File: config.mk
export PLATFORM = sky130hd
export DESIGN_NAME = cbus_arbiter
export DESIGN_NICKNAME = d
export VERILOG_FILES = /design/src/rtl/cbus_arbiter.sv
export SDC_FILE = /design/constraint.sdc
export NUM_CORES = 1
export LEC_CHECK = 0
export CORE_AREA = 2 2 135 137
export CTS_CLUSTER_DIAMETER = 30
export DETAILED_ROUTE_END_ITERATION = 8
export DIE_AREA = 0 0 137 139
export PLACE_DENSITY = 0.55
export SYNTH_ARGS = -nofsm -noshare
export SYNTH_HDL_FRONTEND = slang
export SYNTH_SLANG_ARGS = --single-unit
export TNS_END_PERCENT = 100
File: constraint.sdc
create_clock -name clk -period 3.3 [get_ports clk]
set_clock_uncertainty 0.1 [all_clocks]
set_input_delay 0.66 -clock clk [delete_from_list [all_inputs] [get_ports clk]]
set_output_delay 0.66 -clock clk [all_outputs]
set_load 0.005 [all_outputs]
File: src/rtl/cbus_arbiter.sv
// Cache-bus request/response types and a round-robin arbiter that shares one
// cbus master port between the DCache (index 0) and ICache (index 1) refill paths.
package cbus_pkg;

    typedef struct packed {
        logic        valid;
        logic        is_write;
        logic [2:0]  size;
        logic [31:0] addr;
        logic [3:0]  strobe;
        logic [31:0] data;
        logic [7:0]  len;
    } cbus_req_t;

    typedef struct packed {
        logic        ready;
        logic        last;
        logic [31:0] data;
    } cbus_resp_t;

endpackage

module cbus_arbiter
    import cbus_pkg::*;
#(
    parameter int NUM_REQ = 2,
    parameter int IDX_W   = $clog2(NUM_REQ)
) (
    input  logic             clk,
    input  logic             reset,
    input  cbus_req_t        ireqs  [NUM_REQ],
    output cbus_resp_t       iresps [NUM_REQ],
    output cbus_req_t        oreq,
    input  cbus_resp_t       oresp,
    output logic             busy,
    output logic [IDX_W-1:0] grant_idx,
    output logic             len_err
);

    localparam logic [0:0]  ST_IDLE = 1'b0;
    localparam logic [0:0]  ST_BUSY = 1'b1;
    localparam int unsigned NREQ_U  = NUM_REQ;

    logic [0:0]       state_q, state_d;
    logic             busy_q, busy_d;
    logic [IDX_W-1:0] grant_q, grant_d;
    logic [IDX_W-1:0] last_grant_q, last_grant_d;
    logic [7:0]       beat_cnt_q, beat_cnt_d;
    logic             len_err_q, len_err_d;

    logic             rr_found;
    logic [IDX_W-1:0] rr_idx;

    // Search starts one past the previous owner and wraps, so an owner
    // re-requesting on its final beat loses to any waiting requester.
    always_comb begin
        int unsigned cand;
        rr_found = 1'b0;
        rr_idx   = '0;
        cand     = 0;
        for (int unsigned off = 1; off <= NREQ_U; off++) begin
            cand = (int'(last_grant_q) + off) % NREQ_U;
            if (!rr_found && ireqs[cand].valid) begin
                rr_found = 1'b1;
                rr_idx   = IDX_W'(cand);
            end
        end
    end

    always_comb begin
        state_d      = state_q;
        grant_d      = grant_q;
        last_grant_d = last_grant_q;
        beat_cnt_d   = beat_cnt_q;
        len_err_d    = len_err_q;
        oreq         = '0;
        for (int unsigned i = 0; i < NREQ_U; i++) begin
            iresps[i] = '0;
        end

        case (state_q)
            ST_IDLE: begin
                if (rr_found) begin
                    grant_d    = rr_idx;
                    beat_cnt_d = '0;
                    state_d    = ST_BUSY;
                end
            end
            ST_BUSY: begin
                oreq            = ireqs[grant_q];
                iresps[grant_q] = oresp;
                if (oresp.ready) begin
                    if (beat_cnt_q != '1) begin
                        beat_cnt_d = beat_cnt_q + 8'd1;
                    end
                    if (oresp.last) begin
                        last_grant_d = grant_q;
                        state_d      = ST_IDLE;
                        if (({1'b0, beat_cnt_q} + 9'd1) != ({1'b0, ireqs[grant_q].len} + 9'd1)) begin
                            len_err_d = 1'b1;
                        end
                    end
                end
            end
            default: state_d = ST_IDLE;
        endcase

        // Bus side is quiet for the whole reset cycle, even if a burst was in flight.
        if (reset) begin
            oreq = '0;
            for (int unsigned i = 0; i < NREQ_U; i++) begin
                iresps[i] = '0;
            end
        end

        busy_d = (state_d == ST_BUSY);
    end

    always_ff @(posedge clk) begin
        if (reset) begin
            state_q      <= ST_IDLE;
            busy_q       <= 1'b0;
            grant_q      <= '0;
            last_grant_q <= IDX_W'(NUM_REQ - 1);
            beat_cnt_q   <= '0;
            len_err_q    <= 1'b0;
        end else begin
            state_q      <= state_d;
            busy_q       <= busy_d;
            grant_q      <= grant_d;
            last_grant_q <= last_grant_d;
            beat_cnt_q   <= beat_cnt_d;
            len_err_q    <= len_err_d;
        end
    end

    assign busy      = busy_q;
    assign grant_idx = grant_q;
    assign len_err   = len_err_q;

endmodule
# Word level (Yosys, flattened, before mapping)
# Index checks and enable logic that the tools add are counted.
# word_totals
latchBits,0
memories,0
out_inout_bits,152
romBits,0
ram_bits,0
ff_bits,12
inputBits,198
elab_cells,58
# classes
magnitude_cmp,4
bitwise,5
multipliers,0
n_div,0
add_sub_neg,5
n_shift,0
eq_ne,5
n_reduce_logical,7
muxes,27
# ops
operator,count
$mux W81,11
$mux W68,2
$and A68 B68 Y68,1
$ge A33 B2 Y1 const B,2
$not A1 Y33,2
$demux W34 S1,1
$mux W34,1
$mux W8,3
$add A8 B1 Y9 const B,2
$pmux W8 S2,1
$ne A9 B9 Y1,1
$add A8 B1 Y8 const B,1
$ne A8 B8 Y1 const B,1
$mux W1,7
$reduce_and A3 Y1,2
$ne A2 B2 Y1 const B,2
$reduce_and A4 Y1,1
$add A1 B1 Y1 const B,2
$ge A2 B2 Y1 const B,1
$logic_and A1 B1 Y1,2
$lt A2 B1 Y1 const B,1
$ne A2 B1 Y1 const B,1
$not A1 Y2,1
$pmux W1 S2,1
other kinds (3),3

# Depth between registers and ports, before layout
# Gate-level depths: netlist of the first run.
# depth
word_depth,11
depth_mapped,10
mapped_depth_nobuf,9

# Worst setup path after synthesis of the first run
# Ideal clock, no wire load.
# synth_timing
path_kind,flip-flop to flip-flop
from,"register grant_q, in the netlist grant_idx"
to,"register len_err_q, in the netlist len_err"
setup_slack_ps,911
path_stages_with_launch,11
synth_period_minus_slack_ps,2389
setup_ps,120
t_required_ps,3080
t_arrival_ps,2170
path_buffers,2
path_cell_list,dfxtp_1 buf_6 buf_2 mux2_2 ha_1 xnor2_1 xnor2_1 xnor2_1 nor4_1 nand3_1 o31a_1
# synth_via
elab_chain_len,7
# synth_rtl
element,line_no,source
start: declaration,46,"logic [IDX_W-1:0] grant_q, grant_d;"
start signal: assignment,130,grant_q <= grant_d;
$not A1 Y2 (not written as such),99,"if (({1'b0, beat_cnt_q} + 9'd1) != ({1'b0, ireqs[grant_q].len} + 9'd1)) begin"
$mux W81 (not written as such) (3 in series),99,
$add A8 B1 Y9,99,
$ne A9 B9 Y1,99,
$reduce_and A4 Y1 (no source line),-,
end signal: assignment,133,len_err_q <= len_err_d;
end: declaration,49,"logic len_err_q, len_err_d;"
# Every way passes these cells. The select of a mux whose other input is x is not followed.
# A chain may end at the register's enable or synchronous reset.

==> out/qor.txt, run 1 <==
status -> finished clean
r2r setup slk -> 990 ps
vias in the first global route -> 3794
Setup Buffers After CTS -> 0
Post-synth EDFFs -> 0
Total GRT Usage -> 14.7%
Worst setup startpoint -> reset
setup tns final -> 0 ps
Slew Limit Fails -> 0
drc violations -> 0
Crit Path Category -> primary input to output port
# diodes -> 0
Sw Ratio -> 29.6%
Synthesized Nets -> 616
Vias/cell -> 3.99
sequential share of the synthesized area -> 9.13%
Area growth syn-to-layout -> 146%
WP data arrival -> 2370 ps
worst vdd ir -> 0.263 mV
IO buf count -> 349
final hold slack -> 381 ps
clock buffer depth -> 2
routability cong. -> 0.810
fin crit share -> 94.8%
Power Dens Cells -> 165 nW/um^2
minimum clock period -> 3130 ps
Final WS setup -> 172 ps
# nets final -> 949
1st-iter DRT viols -> 119
busiest grt layer -> met2
initial antenna violation count -> 0
worst slack at placement -> 98.9 ps
Gate power share -> 63.9%
Reg clk slew, reported paths -> 40 ps
sequential share of power -> 14.9%
root buf cell -> clkbuf_16
Worst Setup Start Kind -> primary input
most frequent cells in the layout -> clkdlybuf4s50_1, nor2_1, mux2i_1
HP Class -> flop to flop
CTS Buf Count -> 3
cells after synthesis -> 416
die area -> 19000 sq um
FP Rows -> 49
cell area after layout -> 6480 sq um
H-tree depth -> 1
met2 Resource Use GR -> 27.3%
Overflow after GRT -> 0
Initial Util -> 14.9%
placed instance area -> 6400 sq um
asr flop ratio synth -> 0%
R2R Path Start -> grant_idx
post_cts resized -> 0
library cells used by synthesis -> 37
most common cell after layout, fill and taps aside -> clkdlybuf4s50_1
max-slew headroom at the worst pin -> 69.6%
syn_area_per_cell -> 6.33 sq um
hold_buf cts -> 0
final antenna-violating net count -> 0
critical path capture point type -> output port
1st-pass router iterations -> 4
ys flop type -> dfxtp_1
reg2reg path depth -> 8
leakage -> 2.26 nW
largest net degree at the start of global routing -> 55
GRT met3 Usage -> 3.51%
die width -> 137 um
RSZ-0062 raised after global routing -> false
WL per Instance -> 15.8 um
clock sink count -> 12
count of final setup violators -> 0
share of layout cells above drive strength 1 -> 2.81%
HPWL after DPL -> 13.0 mm
CTS tree -> done
area of the mapped netlist -> 2630 sq um
Worst Setup EP -> oreq[79]
Vias -> 3900
Worst-Skew Late Latency -> 240 ps
met1 usage -> 17.2%
Max Fclk -> 320 MHz
Fin. Hold Viols -> 0
Total Routed Length -> 15.4 mm
core area -> 17700 sq um
Cell Int Power -> 751 uW
die height -> 139 um
Clk network pwr share -> 21.3%
Net Sw Power -> 315 uW
Seq cells post-synth -> 12
max_cap viols -> 0
io pins -> 350
CP max FO -> 54
worst reg2reg endpoint -> len_err
worst-margin pin slew -> 443 ps
first-pass GRT wire length -> 22.1 mm
Syn. warnings -> 0
Worst EP required -> 2540 ps
power groups by stage:
stage	sequential, mW	combinational, mW	clock [mW]
2_1_floorplan	0.157	0.251	0
3_3_place_gp	0.161	0.687	0
3_5_place_dp	0.161	0.687	0
4_1_cts	0.159	0.691	0.231
5_1_grt	0.159	0.738	0.238
6_report	0.158	0.681	0.227
cell type report:
class,instances,area [sq um]
timing repair buffer,361,3620
sequential,12,244
clock buffer,4,78.8
inverter,3,11.3
fill,1848,11200
multi-input combinational,368,2240
tap,229,287
critical path, cell delays in order:
cell and delay [ps]:
clkdlybuf4s50_1 420, nand2b_2 250, buf_12 210, nor2_1 270
clkdlybuf4s50_1 560
flip-flops by register name, indices dropped and copies added, names as in the netlist:
register	flops
beat_cnt_q	8
busy	1
grant_idx	1
last_grant_q	1
len_err	1
metrics by stage:
stage	cells	util [%]	total power, mW
after floorplan	416	-	0.408
after global placement	973	36.2	0.848
after detailed placement	973	36.2	0.848
after CTS	977	36.7	1.08
after global routing	977	36.7	1.14
final	977	36.7	1.07
kinds of logic after synthesis:
| kind of cell | synth area share [%] |
|---|---|
| compound gates | 5.66 |
| xor+xnor | 6.99 |
| fa+ha+maj | 0.950 |
| buf+inv | 5.99 |
| flops | 9.13 |
| mux | 31.4 |
| simple gates | 39.9 |
worst min-delay path by stage:
stage | to | startpoint | cells after the start | slack [ps]
after floorplan | last_grant_q | last_grant_q | 2 | 350
after global placement | last_grant_q | last_grant_q | 2 | 370
after detailed placement | last_grant_q | last_grant_q | 2 | 380
after CTS | last_grant_q | last_grant_q | 2 | 390
after global routing | last_grant_q | last_grant_q | 2 | 420
final | last_grant_q | last_grant_q | 2 | 380
synth_stat cells (2+ instances only):
master      n  share of area, %
a21o_1      3              0.86
a21oi_1    10               1.9
buf_2       9               1.7
clkbuf_1   22               3.1
dfxtp_1    12               9.1
ha_1        2              0.95
inv_1       3              0.43
mux2i_1    80                30
nand2_1    14               2.0
nand2b_1   39               9.3
nand3_1     7               1.3
nor2_1    163                23
nor2b_1     2              0.48
nor3_1      5              0.95
o21ai_0     4              0.76
xnor2_1    19               6.3
xor2_1      2              0.67
metal layers:
| metal | routed length [um] | up-vias |
|---|---|---|
| met2 | 7760 | 170 |
| li1 | - | 2027 |
| met1 | 6080 | 1689 |
| met4 | 240 | 0 |
| met5 | 0 | - |
| met3 | 1310 | 14 |
Power figures use the tool's default switching activity.
==> run 2: changes to the inputs <==
- HOLD_SLACK_MARGIN: default -> 0.06
==> results of run 2 <==
The final DEF is identical to that of run 1; final timing and power are the same.
==> run 3: changes to the inputs <==
- SLEW_MARGIN: default -> 15
==> results of run 3 <==
The final DEF is identical to that of run 1; final timing and power are the same.
